## config.mk

```make
export PLATFORM = sky130hd
export DESIGN_NAME = score_digit_addr
export DESIGN_NICKNAME = d
export VERILOG_FILES = /design/src/rtl/score_digit_addr.sv
export SDC_FILE = /design/constraint.sdc
export NUM_CORES = 1
export LEC_CHECK = 0
export CAP_MARGIN = 5
export CORE_MARGIN = 4
export CORE_UTILIZATION = 35
export CTS_BUF_LIST = sky130_fd_sc_hd__clkbuf_4 sky130_fd_sc_hd__clkbuf_8
export DETAILED_ROUTE_END_ITERATION = 6
export SLEW_MARGIN = 10
export SYNTH_ARGS = -nofsm -noshare
export SYNTH_HDL_FRONTEND = slang
export SYNTH_SLANG_ARGS = --single-unit
```

## constraint.sdc

```tcl
create_clock -name clk_25m -period 5.3 [get_ports clk_25m]
set_input_delay 0.53 -clock clk_25m [delete_from_list [all_inputs] [get_ports clk_25m]]
set_output_delay 0.53 -clock clk_25m [all_outputs]
set_load 0.01 [all_outputs]
```

## src/rtl/score_digit_addr.sv

```systemverilog
// Four-digit score display: sequential double-dabble BCD conversion with atomic commit,
// plus glyph ROM address/digit generation for a strip of four windows on a VGA raster.
module score_digit_addr #(
    parameter int X0      = 160,
    parameter int Y0      = 180,
    parameter int DIGIT_W = 80,
    parameter int DIGIT_H = 120
) (
    input  logic        clk_25m,
    input  logic        rst,
    input  logic [13:0] score,
    input  logic        score_load,
    input  logic [9:0]  h_cnt,
    input  logic [9:0]  v_cnt,
    output logic [16:0] addr,
    output logic [3:0]  num,
    output logic        digit_en,
    output logic        busy
);

    typedef enum logic [1:0] {
        IDLE   = 2'd0,
        CONV   = 2'd1,
        COMMIT = 2'd2
    } state_t;

    localparam logic [9:0]  COL3      = 10'(X0);
    localparam logic [9:0]  COL2      = 10'(X0 + DIGIT_W);
    localparam logic [9:0]  COL1      = 10'(X0 + 2 * DIGIT_W);
    localparam logic [9:0]  COL0      = 10'(X0 + 3 * DIGIT_W);
    localparam logic [9:0]  COL_END   = 10'(X0 + 4 * DIGIT_W);
    localparam logic [9:0]  ROW_TOP   = 10'(Y0);
    localparam logic [9:0]  ROW_END   = 10'(Y0 + DIGIT_H);
    localparam logic [16:0] ROW_STEP  = 17'(DIGIT_W);
    localparam logic [13:0] SCORE_MAX = 14'd9999;
    localparam logic [3:0]  LAST_BIT  = 4'd13;

    // Conversion state
    state_t           state_q, state_d;
    logic [13:0]      bin_q, bin_d;
    logic [15:0]      bcd_q, bcd_d;
    logic [3:0]       bit_cnt_q, bit_cnt_d;
    logic             pend_q, pend_d;
    logic [13:0]      pend_val_q, pend_val_d;
    logic [3:0][3:0]  digits_q, digits_d;

    // Display pipeline state
    logic [16:0]      row_base_q, row_base_d;
    logic [9:0]       v_prev_q, v_prev_d;
    logic [16:0]      addr_q, addr_d;
    logic [3:0]       num_q, num_d;
    logic             en1_q, en1_d;
    logic             digit_en_q, digit_en_d;

    // Combinational helpers
    logic [13:0]      load_val;
    logic [15:0]      bcd_adj;
    logic             in_rows;
    logic             win_hit;
    logic [9:0]       col_off;
    logic [3:0]       sel_digit;
    logic             sel_blank;
    logic             blank3, blank2, blank1;

    // NOTE: every variable gets a default at the top of always_comb so no path leaves it unassigned (no latches).
    always_comb begin
        state_d    = state_q;
        bin_d      = bin_q;
        bcd_d      = bcd_q;
        bit_cnt_d  = bit_cnt_q;
        pend_d     = pend_q;
        pend_val_d = pend_val_q;
        digits_d   = digits_q;

        load_val = (score > SCORE_MAX) ? SCORE_MAX : score;

        bcd_adj = bcd_q;
        for (int i = 0; i < 4; i++) begin
            if (bcd_q[4*i +: 4] >= 4'd5) begin
                bcd_adj[4*i +: 4] = bcd_q[4*i +: 4] + 4'd3;
            end
        end

        case (state_q)
            IDLE: begin
                if (score_load) begin
                    state_d   = CONV;
                    bin_d     = load_val;
                    bcd_d     = '0;
                    bit_cnt_d = '0;
                end
            end

            CONV: begin
                if (score_load) begin
                    pend_d     = 1'b1;
                    pend_val_d = load_val;
                end
                bcd_d     = {bcd_adj[14:0], bin_q[13]};
                bin_d     = {bin_q[12:0], 1'b0};
                bit_cnt_d = bit_cnt_q + 4'd1;
                if (bit_cnt_q == LAST_BIT) begin
                    state_d = COMMIT;
                end
            end

            COMMIT: begin
                digits_d = bcd_q;
                // A load arriving now is newer than anything already pending.
                if (score_load || pend_q) begin
                    state_d   = CONV;
                    bin_d     = score_load ? load_val : pend_val_q;
                    bcd_d     = '0;
                    bit_cnt_d = '0;
                    pend_d    = 1'b0;
                end else begin
                    state_d = IDLE;
                end
            end

            default: state_d = IDLE;
        endcase
    end

    always_comb begin
        in_rows = (v_cnt >= ROW_TOP) && (v_cnt < ROW_END);

        // Row base tracks (v_cnt - Y0) * DIGIT_W by stepping once per new raster line.
        if (v_cnt == ROW_TOP) begin
            row_base_d = '0;
        end else if (v_cnt != v_prev_q) begin
            row_base_d = row_base_q + ROW_STEP;
        end else begin
            row_base_d = row_base_q;
        end
        v_prev_d = v_cnt;

        blank3 = (digits_q[3] == 4'd0);
        blank2 = blank3 && (digits_q[2] == 4'd0);
        blank1 = blank2 && (digits_q[1] == 4'd0);

        win_hit   = 1'b1;
        col_off   = '0;
        sel_digit = '0;
        sel_blank = 1'b0;
        if (h_cnt >= COL3 && h_cnt < COL2) begin
            col_off   = h_cnt - COL3;
            sel_digit = digits_q[3];
            sel_blank = blank3;
        end else if (h_cnt >= COL2 && h_cnt < COL1) begin
            col_off   = h_cnt - COL2;
            sel_digit = digits_q[2];
            sel_blank = blank2;
        end else if (h_cnt >= COL1 && h_cnt < COL0) begin
            col_off   = h_cnt - COL1;
            sel_digit = digits_q[1];
            sel_blank = blank1;
        end else if (h_cnt >= COL0 && h_cnt < COL_END) begin
            col_off   = h_cnt - COL0;
            sel_digit = digits_q[0];
        end else begin
            win_hit = 1'b0;
        end

        if (in_rows && win_hit) begin
            addr_d = row_base_d + 17'(col_off);
            num_d  = sel_digit;
            en1_d  = ~sel_blank;
        end else begin
            addr_d = '0;
            num_d  = '0;
            en1_d  = 1'b0;
        end
        digit_en_d = en1_q;
    end

    // NOTE: reset is synchronous (sampled on the clock edge) and all state updates use non-blocking assignment.
    always_ff @(posedge clk_25m) begin
        if (rst) begin
            state_q    <= IDLE;
            bin_q      <= '0;
            bcd_q      <= '0;
            bit_cnt_q  <= '0;
            pend_q     <= 1'b0;
            pend_val_q <= '0;
            digits_q   <= '0;
            row_base_q <= '0;
            v_prev_q   <= '0;
            addr_q     <= '0;
            num_q      <= '0;
            en1_q      <= 1'b0;
            digit_en_q <= 1'b0;
        end else begin
            state_q    <= state_d;
            bin_q      <= bin_d;
            bcd_q      <= bcd_d;
            bit_cnt_q  <= bit_cnt_d;
            pend_q     <= pend_d;
            pend_val_q <= pend_val_d;
            digits_q   <= digits_d;
            row_base_q <= row_base_d;
            v_prev_q   <= v_prev_d;
            addr_q     <= addr_d;
            num_q      <= num_d;
            en1_q      <= en1_d;
            digit_en_q <= digit_en_d;
        end
    end

    assign addr     = addr_q;
    assign num      = num_q;
    assign digit_en = digit_en_q;
    assign busy     = (state_q == CONV);

endmodule

```

==> results.ini <==
[die]
start_util_pct = 35.53
num_io_pins = 60
die_height_um = 142.8
die_width_um = 142.8
core-area_mm2 = 0.01790
die_area_mm2 = 0.02040
placementRows = 49

[layout]
design_area_mm2 = 0.007492
syn2layout_area_growth_pct = 17.78
fin_cells = 1065
fillers = 1803
multi_input_area_mm2 = 0.003736
final_util_pct = 41.85
regArea_mm2 = 0.002342
nets = 898
diodes = 0
layout-drive-gt1-share_pct = 6.938

[setup_path]
crit_path_max_fanout = 7
worst_setup_path_start_kind = input pin
critPathLaunch = h_cnt[6]
criticalPathCategory = in2reg
timing.rr.end = addr[16]
critPathRequiredTime_ns = 5.68
r2r-start = v_prev_q[2]
cp-end-kind = flip-flop
crit_end = addr[14]
r2r_cells = 13
worstPathArrival_ns = 4.87
r2r_slack_ns = 1.62

[detailed_routing]
wl_um = 14370
vias_per_cell = 5.128
drtPass1Iterations = 4
ant_nets = 0
routedWlPerCell_um = 13.49
drcViolationCount = 0
vias = 5461
drt_iter0_drc = 281

[placement]
place_hpwl_um = 10090
finalWeightedCongestion = 0.8493
pre_cts_slack_ns = 0.3789
placed_cells = 1033
port-buffer-count = 59
dpl-instance-area_mm2 = 0.007127

[clock_tree]
cts_max_level = 4
clock_latency_ns = 0.44
clock_sinks = 117
numCtsBuffers = 17
post-cts-setup-buffer-count = 0
ctsResizeCount = 0
clkTransAtPathRegs_ns = 0.07
cts_tree = built
clockBufferDepth = 2
cts_hold_buf = 0
cts-root-buf = clkbuf_8

[sta]
fin_crit_sh_pct = 84.58
tns_ns = 0
finalSetupViolCount = 0
drv_slew = 0
worst_slew_pin_slew_ns = 1.064
hold_viol_final = 0
max_clock_freq_mhz = 223.1
rsz0062_at_grt = false
fin_crit_ns = 4.483
max-slew-margin-rel_pct = 29.09
setup_ws_ns = 0.8174
clock_skew_ns = 0.009665

[grt]
grt_pass1_vias = 5110
grt_pass1_wl_um = 24610
antenna_found_initial = 0
grt_start_max_net_pins = 62
grt_use_total_pct = 14.76
gr-total-overflow = 0

[yosys]
ys.flop_type = dfxtp_1
syn_area_mm2 = 0.006361
synth_cell_types = 59
synthCells = 780
ys_seq_area_share_pct = 36.82
ys_warn_count = 0
avgSynthCellArea_um2 = 8.155
synth_edf_count = 0
syn-num-nets = 855
async_flop_share_pct = 0
synth-seq-cells = 117

[power_and_ir_drop]
p_leak_uw = 0.002702
powerDensity_mw_per_mm2 = 269.5
vdd_ir_drop_max_mv = 0.1636

[run_status]
status = completed

[job]
max_cap_viol_count = 0

[hold_path]
hp-class = reg2reg

-- stage by stage --
stage	hold WS [ns]	total power, uW
6_report	0.4492	2019
5_1_grt	0.4788	2139
4_1_cts	0.4546	2050
3_5_place_dp	0.4425	1282
3_3_place_gp	0.4278	1282
2_1_floorplan	0.4138	1183
-- cell usage after synthesis (all sizes together) (10+ instances only) --
library cell / number / area (um^2)
dfxtp: 117 / 2342
xor2: 13 / 113.9
o21ai: 49 / 245.2
ha: 37 / 462.9
xnor2: 20 / 175.2
inv: 23 / 86.33
mux2i: 21 / 210.2
nor2: 116 / 435.4
clkbuf: 40 / 150.1
a211oi: 23 / 172.7
and2: 15 / 93.84
nand2b: 12 / 75.07
nor2b: 26 / 162.7
nand3: 39 / 207.7
nand2: 49 / 191.4
nor3: 25 / 125.1
a21oi: 51 / 255.2
a22oi: 10 / 75.07
-- how the worst min path moves through the flow --
stage / startpoint / depth (start not counted) / slack [ns] / endpoint
4_1_cts: digit_en_d / 1 / 0.45 / digit_en
3_3_place_gp: digit_en_d / 1 / 0.43 / digit_en
5_1_grt: digit_en_d / 1 / 0.48 / digit_en
6_report: digit_en_d / 1 / 0.45 / digit_en
3_5_place_dp: digit_en_d / 1 / 0.44 / digit_en
2_1_floorplan: digit_en_d / 1 / 0.41 / digit_en
-- worst max-delay path, cell delays in order --
cell and delay [ns]:
clkdlybuf4s50_1 0.61, inv_1 0.18, ha_1 0.25, a21oi_1 0.33, a2111oi_4 0.14, nor4_2 0.41
nor2b_1 0.10, ha_1 0.22, fa_1 0.41, a21o_1 0.21, a211oi_1 0.29, o21ai_0 0.13
o211ai_1 0.15, o21ai_0 0.23, buf_4 0.19, and3_1 0.19, a211oi_1 0.18, nand2b_1 0.13
-- flip-flops by register name (all words and copies together), names as in the netlist --
register,flops
addr,17
row_base_q,17
bcd_q,16
digits_q,16
bin_q,14
pend_val_q,14
v_prev_q,10
bit_cnt_q,4
num,4
state_q,2
digit_en,1
digit_en_d,1
pend_q,1
-- cells in the final DEF (no fill, tap or decap), types with 3 or more instances in the layout --
master / count
xor2_1: 13
nand2b_1: 12
clkdlybuf4s50_1: 58
inv_1: 23
and3_1: 4
dfxtp_1: 117
o221ai_1: 3
o21ai_0: 49
or4_1: 3
a21o_1: 4
and2_1: 15
clkbuf_8: 19
a31oi_1: 4
nor4_1: 5
nor3b_1: 6
a22oi_1: 10
nand2_1: 48
ha_1: 37
nor3_1: 25
buf_4: 12
or2_2: 4
a221oi_1: 5
clkinv_2: 7
o211ai_1: 5
nand3_1: 38
nand4_1: 7
xnor2_1: 20
a21oi_1: 51
a32o_1: 6
nor2b_1: 26
a211oi_1: 23
nor2_1: 116
clkbuf_4: 3
mux2i_1: 21
-- metal layers --
metal  global-route usage (%)  routed length, um  vias to the layer above
li1                         -                  -                     2822
met1                    18.74               6664                     2537
met2                    24.65               6962                       85
met3                    3.885                555                       17
met4                    4.402                186                        0
met5                        0                  0                        -
-- cell type report --
type	instances	share of cell area, %
clock inverter	10	1.086
multi-input combinational	593	49.87
clock buffer	22	3.791
tap	229	3.824
timing repair buffer	71	9.018
inverter	23	1.152
sequential	117	31.26
-- where the power goes --
| group | total, uW | internal (uW) | switching, uW |
|---|---|---|---|
| logic | 326 | 131 | 195 |
| clock network | 758 | 405 | 354 |
| registers | 934 | 914 | 20.5 |
| total | 2020 | 1450 | 570 |
-- logic make-up (layout without fill, tap and decap cells) --
group                      count (synthesis)  in the layout  synth area share [%]
DFF                                      117            117                 36.82
xor gates and xnor gates                  33             33                 4.544
AOI/OAI and AO/OA                        178            178                 18.04
and+or+nand+nor                          322            322                 25.08
muxes                                     22             22                 3.481
buffers and inverters                     70            126                 4.445
adders and majority gates                 38             38                 7.592
(Power assumes the default switching activity.)
